## src/rtl/wb_gpio_irq_pkg.sv

```systemverilog
// rtl/wb_gpio_irq_pkg.sv - shared constants, bus FSM states and byte-lane helper for wb_gpio_irq
package wb_gpio_irq_pkg;

  localparam int MAX_NIO = 64;

  localparam logic [7:0] OFF_OUT_LO  = 8'h00;
  localparam logic [7:0] OFF_OUT_HI  = 8'h04;
  localparam logic [7:0] OFF_OEB_LO  = 8'h08;
  localparam logic [7:0] OFF_OEB_HI  = 8'h0C;
  localparam logic [7:0] OFF_IN_LO   = 8'h10;
  localparam logic [7:0] OFF_IN_HI   = 8'h14;
  localparam logic [7:0] OFF_IEN_LO  = 8'h18;
  localparam logic [7:0] OFF_IEN_HI  = 8'h1C;
  localparam logic [7:0] OFF_IST_LO  = 8'h20;
  localparam logic [7:0] OFF_IST_HI  = 8'h24;
  localparam logic [7:0] OFF_EDGE_LO = 8'h28;
  localparam logic [7:0] OFF_EDGE_HI = 8'h2C;

  typedef enum logic [1:0] {ST_IDLE, ST_WAIT, ST_ACK} bus_state_e;

  // Replace the bytes of old_w selected by sel with the matching bytes of new_w.
  function automatic logic [31:0] lane_merge(input logic [31:0] old_w,
                                             input logic [31:0] new_w,
                                             input logic [3:0]  sel);
    logic [31:0] r;
    r = old_w;
    for (int b = 0; b < 4; b++) begin
      if (sel[b]) r[8*b +: 8] = new_w[8*b +: 8];
    end
    return r;
  endfunction

endpackage

```

## src/rtl/gpio_edge_sync.sv

```systemverilog
// rtl/gpio_edge_sync.sv - per-pin two-flop synchroniser with rising/falling edge detection
module gpio_edge_sync
  import wb_gpio_irq_pkg::*;
#(
  parameter int WIDTH = 38
) (
  input  logic             clk,
  input  logic             rst_n,
  input  logic [WIDTH-1:0] pin_in,
  output logic [WIDTH-1:0] pin_sync,
  output logic [WIDTH-1:0] rise,
  output logic [WIDTH-1:0] fall
);

  logic [WIDTH-1:0] meta_q;
  logic [WIDTH-1:0] sync_q;
  logic [WIDTH-1:0] dly_q;
  logic [1:0]       arm_q;
  logic             armed;

  // Synchroniser chain plus one delayed copy; arm_q hides the edge a high pad
  // would otherwise show while the chain fills after reset.
  always_ff @(posedge clk or negedge rst_n) begin
    if (!rst_n) begin
      meta_q <= '0;
      sync_q <= '0;
      dly_q  <= '0;
      arm_q  <= 2'd0;
    end else begin
      meta_q <= pin_in;
      sync_q <= meta_q;
      dly_q  <= sync_q;
      if (arm_q != 2'd3) arm_q <= arm_q + 2'd1;
    end
  end

  assign armed    = (arm_q == 2'd3);
  assign pin_sync = sync_q;
  assign rise     = {WIDTH{armed}} & sync_q & ~dly_q;
  assign fall     = {WIDTH{armed}} & ~sync_q & dly_q;

endmodule

```

## src/rtl/wb_gpio_irq.sv

```systemverilog
// rtl/wb_gpio_irq.sv - Wishbone slave GPIO block with edge-triggered interrupts
module wb_gpio_irq
  import wb_gpio_irq_pkg::*;
#(
  parameter int          NIO         = 38,
  parameter int          NIRQ        = 3,
  parameter int          WAIT_STATES = 1,
  parameter logic [31:0] BASE_ADR    = 32'h3000_0000
) (
  input  logic            wb_clk_i,
  input  logic            wb_rst_ni,
  input  logic            wbs_cyc_i,
  input  logic            wbs_stb_i,
  input  logic            wbs_we_i,
  input  logic [31:0]     wbs_adr_i,
  input  logic [31:0]     wbs_dat_i,
  input  logic [3:0]      wbs_sel_i,
  output logic            wbs_ack_o,
  output logic [31:0]     wbs_dat_o,
  input  logic [NIO-1:0]  io_in,
  output logic [NIO-1:0]  io_out,
  output logic [NIO-1:0]  io_oeb,
  output logic [NIRQ-1:0] user_irq
);

  localparam logic [63:0] PIN_MASK = (NIO >= MAX_NIO) ? {64{1'b1}} : ((64'd1 << NIO) - 64'd1);
  localparam logic [2:0]  WS_LAST  = 3'(WAIT_STATES - 1);

  bus_state_e state_q, state_d;
  logic [2:0] cnt_q, cnt_d;
  logic       req, hit, ack_cycle, wr_en;
  logic [7:0] off;

  logic [63:0] out_q, oeb_q, ien_q, ist_q, edge_q, ist_d, w1c;
  logic [63:0] in_pad, rise_pad, fall_pad;
  logic [NIO-1:0] pin_sync, pin_rise, pin_fall;
  logic [31:0] rd_word;
  logic [NIRQ-1:0] irq_d;

  assign req       = wbs_cyc_i & wbs_stb_i;
  assign hit       = req & (wbs_adr_i[31:8] == BASE_ADR[31:8]);
  assign off       = wbs_adr_i[7:0];
  assign ack_cycle = (state_q == ST_ACK);
  assign wr_en     = ack_cycle & req & wbs_we_i;

  gpio_edge_sync #(.WIDTH(NIO)) u_edge_sync (
    .clk      (wb_clk_i),
    .rst_n    (wb_rst_ni),
    .pin_in   (io_in),
    .pin_sync (pin_sync),
    .rise     (pin_rise),
    .fall     (pin_fall)
  );

  // Widen per-pin vectors to the full 64-bit register space.
  always_comb begin
    in_pad   = '0;
    rise_pad = '0;
    fall_pad = '0;
    in_pad[NIO-1:0]   = pin_sync;
    rise_pad[NIO-1:0] = pin_rise;
    fall_pad[NIO-1:0] = pin_fall;
  end

  // Bus FSM state and wait counter.
  always_ff @(posedge wb_clk_i or negedge wb_rst_ni) begin
    if (!wb_rst_ni) begin
      state_q <= ST_IDLE;
      cnt_q   <= 3'd0;
    end else begin
      state_q <= state_d;
      cnt_q   <= cnt_d;
    end
  end

  // Next state: wait WAIT_STATES cycles, abort if the master withdraws, one-cycle ack.
  always_comb begin
    state_d = state_q;
    cnt_d   = cnt_q;
    case (state_q)
      ST_IDLE: begin
        cnt_d = 3'd0;
        if (hit) state_d = (WAIT_STATES == 0) ? ST_ACK : ST_WAIT;
      end
      ST_WAIT: begin
        if (!req)                  state_d = ST_IDLE;
        else if (cnt_q == WS_LAST) state_d = ST_ACK;
        else                       cnt_d   = cnt_q + 3'd1;
      end
      ST_ACK:  state_d = ST_IDLE;
      default: state_d = ST_IDLE;
    endcase
  end

  // Interrupt status: new edges of the selected polarity win over a same-cycle clear.
  always_comb begin
    w1c = '0;
    if (wr_en && off == OFF_IST_LO) w1c[31:0]  = lane_merge(32'h0, wbs_dat_i, wbs_sel_i);
    if (wr_en && off == OFF_IST_HI) w1c[63:32] = lane_merge(32'h0, wbs_dat_i, wbs_sel_i);
    ist_d = ((ist_q & ~w1c) | (edge_q & fall_pad) | (~edge_q & rise_pad)) & PIN_MASK;
  end

  // Register file; writes land at the end of the ack cycle, bits above NIO stay 0.
  always_ff @(posedge wb_clk_i or negedge wb_rst_ni) begin
    if (!wb_rst_ni) begin
      out_q  <= '0;
      oeb_q  <= PIN_MASK;
      ien_q  <= '0;
      ist_q  <= '0;
      edge_q <= '0;
    end else begin
      ist_q <= ist_d;
      if (wr_en) begin
        case (off)
          OFF_OUT_LO:  out_q[31:0]   <= lane_merge(out_q[31:0],   wbs_dat_i, wbs_sel_i) & PIN_MASK[31:0];
          OFF_OUT_HI:  out_q[63:32]  <= lane_merge(out_q[63:32],  wbs_dat_i, wbs_sel_i) & PIN_MASK[63:32];
          OFF_OEB_LO:  oeb_q[31:0]   <= lane_merge(oeb_q[31:0],   wbs_dat_i, wbs_sel_i) & PIN_MASK[31:0];
          OFF_OEB_HI:  oeb_q[63:32]  <= lane_merge(oeb_q[63:32],  wbs_dat_i, wbs_sel_i) & PIN_MASK[63:32];
          OFF_IEN_LO:  ien_q[31:0]   <= lane_merge(ien_q[31:0],   wbs_dat_i, wbs_sel_i) & PIN_MASK[31:0];
          OFF_IEN_HI:  ien_q[63:32]  <= lane_merge(ien_q[63:32],  wbs_dat_i, wbs_sel_i) & PIN_MASK[63:32];
          OFF_EDGE_LO: edge_q[31:0]  <= lane_merge(edge_q[31:0],  wbs_dat_i, wbs_sel_i) & PIN_MASK[31:0];
          OFF_EDGE_HI: edge_q[63:32] <= lane_merge(edge_q[63:32], wbs_dat_i, wbs_sel_i) & PIN_MASK[63:32];
          default: ;
        endcase
      end
    end
  end

  // Read mux; unmapped offsets read 0.
  always_comb begin
    rd_word = '0;
    case (off)
      OFF_OUT_LO:  rd_word = out_q[31:0];
      OFF_OUT_HI:  rd_word = out_q[63:32];
      OFF_OEB_LO:  rd_word = oeb_q[31:0];
      OFF_OEB_HI:  rd_word = oeb_q[63:32];
      OFF_IN_LO:   rd_word = in_pad[31:0];
      OFF_IN_HI:   rd_word = in_pad[63:32];
      OFF_IEN_LO:  rd_word = ien_q[31:0];
      OFF_IEN_HI:  rd_word = ien_q[63:32];
      OFF_IST_LO:  rd_word = ist_q[31:0];
      OFF_IST_HI:  rd_word = ist_q[63:32];
      OFF_EDGE_LO: rd_word = edge_q[31:0];
      OFF_EDGE_HI: rd_word = edge_q[63:32];
      default:     rd_word = '0;
    endcase
  end

  // Pins are spread round-robin over the interrupt lines.
  always_comb begin
    irq_d = '0;
    for (int k = 0; k < NIRQ; k++) begin
      for (int i = 0; i < MAX_NIO; i++) begin
        if ((i % NIRQ) == k) irq_d[k] = irq_d[k] | (ist_q[i] & ien_q[i]);
      end
    end
  end

  // Registered interrupt outputs.
  always_ff @(posedge wb_clk_i or negedge wb_rst_ni) begin
    if (!wb_rst_ni) user_irq <= '0;
    else            user_irq <= irq_d;
  end

  assign wbs_ack_o = ack_cycle;
  assign wbs_dat_o = (ack_cycle && !wbs_we_i) ? rd_word : 32'h0;
  assign io_out    = out_q[NIO-1:0];
  assign io_oeb    = oeb_q[NIO-1:0];

endmodule
```

## config.mk

```make
export PLATFORM = sky130hd
export DESIGN_NAME = wb_gpio_irq
export DESIGN_NICKNAME = d
export VERILOG_FILES = /design/src/rtl/wb_gpio_irq_pkg.sv /design/src/rtl/gpio_edge_sync.sv /design/src/rtl/wb_gpio_irq.sv
export SDC_FILE = /design/constraint.sdc
export NUM_CORES = 1
export LEC_CHECK = 0
export CORE_ASPECT_RATIO = 1.75
export CORE_MARGIN = 5
export CORE_UTILIZATION = 47
export CTS_CLUSTER_SIZE = 30
export DETAILED_ROUTE_END_ITERATION = 16
export PLACE_DENSITY = 0.74
export RECOVER_POWER = 25
export SETUP_SLACK_MARGIN = 0.02
export SLEW_MARGIN = 20
export SYNTH_ARGS = -nofsm -noshare
export SYNTH_HDL_FRONTEND = slang
export SYNTH_HIERARCHICAL = 1
export SYNTH_SLANG_ARGS = --single-unit
```

## constraint.sdc

```tcl
create_clock -name wb_clk_i -period 2 [get_ports wb_clk_i]
set_input_delay 0.2 -clock wb_clk_i [delete_from_list [all_inputs] [get_ports wb_clk_i]]
set_output_delay 0.2 -clock wb_clk_i [all_outputs]
set_load 0.02 [all_outputs]
```

==> qor.txt <==
Rel. slew slack - 30.3%
antenna violations before repair - 1
# rows - 84
DR vias - 11,268
hold endpoint - u_edge_sync/meta_q[0]
TritonCTS clock tree - yes
# IOs - 223
largest net degree at the start of global routing - 83
area of the multi-input gates - 6460 um2
hold_ws - 0.181 ns
dpl ws - -0.939 ns
post-synth top area share - 49.0%
Post-synth top flop - dfrtp_1
minimum clock period - 2.23 ns
# port buffers - 222
r2r endpoint - out_q[37]
layout cell share with drive strength beyond 1 - 38.6%
initial core utilization - 47.3%
Finished Cell Area - 20,400 um2
area delta synth->final - 44.4%
Root Buffer - clkbuf_16
Post-synth top cells - dfrtp_1 (276), mux2_2 (134), nand2_1 (80), and3b_1 (69), mux2i_1 (48)
Total Wirelength - 46,600 um
Post-synth EDFFs - 0
GRT Util Overall - 27.1%
first-pass GRT wire length - 70,000 um
worst min-delay path startpoint - io_in[0]
MaxCap Viol Count - 0
Residual DRC - 0
Die H - 239 um
setup violators final - 48
Core Footprint - 29,800 um2
Critical Path Fanout Max - 8
average size of a mapped cell - 12.9 um2
# H-tree levels - 1
Slew @ Worst Pin - 1.05 ns
VDD IR-drop max - 758 uV
register area share after synthesis - 56.0%
final slew viol count - 0
placed inst area - 18,300 um2
RSZ-0062 raised after global routing - true
Iter 0 DRT Violations - 916
worst r2r path cells - 7
flops & latches, synth - 314
PwrDens - 661 nW/um2
Clock Pin Slew Worst Setup and Hold Paths - 0.07 ns
Data arrival, critical path - 2.03 ns
top cells by area, synth - dfrtp_1 (49%), mux2_2 (11%), dfstp_2 (7.1%)
violated checks - setup timing
clk sinks - 314
Final period util - 111%
most numerous cell in the Yosys netlist - dfrtp_1
drt wl/cell - 24.2 um
fin util - 68.2%
WS Path Type - reg2out
largest area contributor in the netlist - dfrtp_1
gr ovfl total - 0
final-report hold violation count - 0
skew final - 0.00782 ns
fmax - 449 MHz
Final WS setup - -0.228 ns
Critical Path RT - 1.80 ns
run status - finished with violations
RR Startpoint - state_q[0]
crit start category - flip-flop
Cells after Synth - 1,090
vias per cell - 5.85
number of global-route vias before repair - 11,861
fin nets - 1,630
Post-synth ARST share - 100%
Initial DRT Pass Iterations - 5
Worst setup EP type - output pin
reg2reg setup slack - -0.05 ns
Seq. cell area - 7910 um2
clock latency on the worst-skew pair - 0.57 ns
Synth Cell Area - 14,100 um2
die area - 33,700 um2
synth unique cells - 56
CTS buffer count - 29
Synth Net Count - 1,204
Static Leak - 9.15 nW
GPL Wtd Cong - 0.947
die width - 141 um
Synth warnings - 6
min-delay worst type - in2reg
Fill cells - 2,139
Clock Tree Buf Depth - 3
Antenna Nets Post-Route - 0
DP HPWL - 33,600 um
number of diodes - 0
worst hold stages - 1
-- where the power goes --
part           internal, W  switching (W)
Clock              0.00343        0.00252
Combinational     0.000476       0.000495
Sequential         0.00647      0.0000775
Total               0.0104        0.00309
-- cell families after synthesis --
kind of cell / Yosys count / share of synthesized area, %
simple gates: 320 / 14.9
xor+xnor: 2 / 0.124
flops: 314 / 56.0
buf+inv: 54 / 1.85
compound gates: 175 / 9.28
fa+ha+maj: 3 / 0.266
mux: 222 / 17.5
-- stage by stage --
step	setup TNS (ns)	power (W)	instances
2_1_floorplan	0	0.00694	1090
3_5_place_dp	-112.11	0.00758	1829
4_1_cts	-3.08	0.0135	1916
5_1_grt	-9.85	0.0139	1926
6_report	-5.19	0.0135	1926
3_3_place_gp	-103.97	0.00756	1829
-- how the worst max path moves through the flow --
stage,startpoint,end,slack [ns],cells after the start
after global placement,wbs_adr_i[4],wbs_dat_o[10],-0.96,9
final,state_q[0],wbs_dat_o[17],-0.23,7
after CTS,ist_q[5],wbs_dat_o[5],-0.22,5
after detailed placement,wbs_adr_i[4],wbs_dat_o[10],-0.94,9
after floorplan,state_q[1],wbs_dat_o[19],0.008,4
after global routing,state_q[0],wbs_dat_o[17],-0.31,7
-- registers in the layout, indices dropped and copies added, names as in the netlist, 3 cells and up --
register	cells
out_q	38
cnt_q	3
u_edge_sync/pin_sync	38
user_irq	3
u_edge_sync/meta_q	38
ien_q	38
edge_q	38
u_edge_sync/dly_q	38
oeb_q	38
ist_q	38
-- layout by cell type, fill, tap and decap left out, drive strengths merged, types with 18 or more instances in the layout --
| cell type | instances |
|---|---|
| a22oi | 27 |
| nand3 | 21 |
| dlygate4sd3 | 39 |
| nor2 | 51 |
| buf | 255 |
| o21ai | 38 |
| dfrtp | 276 |
| a221o | 38 |
| clkdlybuf4s50 | 127 |
| clkbuf | 46 |
| and3b | 76 |
| nor2b | 42 |
| mux2 | 171 |
| a21oi | 21 |
| dfstp | 38 |
| nand2 | 85 |
| mux2i | 48 |
| a22o | 18 |
| nor3 | 18 |
-- critical path, stage by stage, from the launching register on --
cell     delay [ns]
dfrtp_1        0.40
nor2b_2        0.17
nand4_1        0.14
buf_6          0.18
buf_12         0.15
buf_8          0.13
a21oi_4        0.14
buf_6          0.14
-- cell type report --
type	count	area share, %
clock buffer	40	3.86
clock inverter	14	1.10
inverter	3	0.0553
multi-input combinational	722	31.7
sequential	314	38.8
tap	387	2.38
timing repair buffer	446	22.1
-- what timing repair did --
item	CTS	global route
setup endpoints to repair	67	133
hold endpoints to repair	278	0
pin swaps	52	14
resized for setup	351	41
hold buffers	1	0
buffers inserted	32	10
gates cloned	3	0
-- metal layers --
metal	wire length (um)	track usage, %
met2	24200	47.9
met5	13	0
met1	16900	31.3
met3	2600	4.16
met4	2940	15.0
No activity file was read; power rests on OpenSTA's default activity.
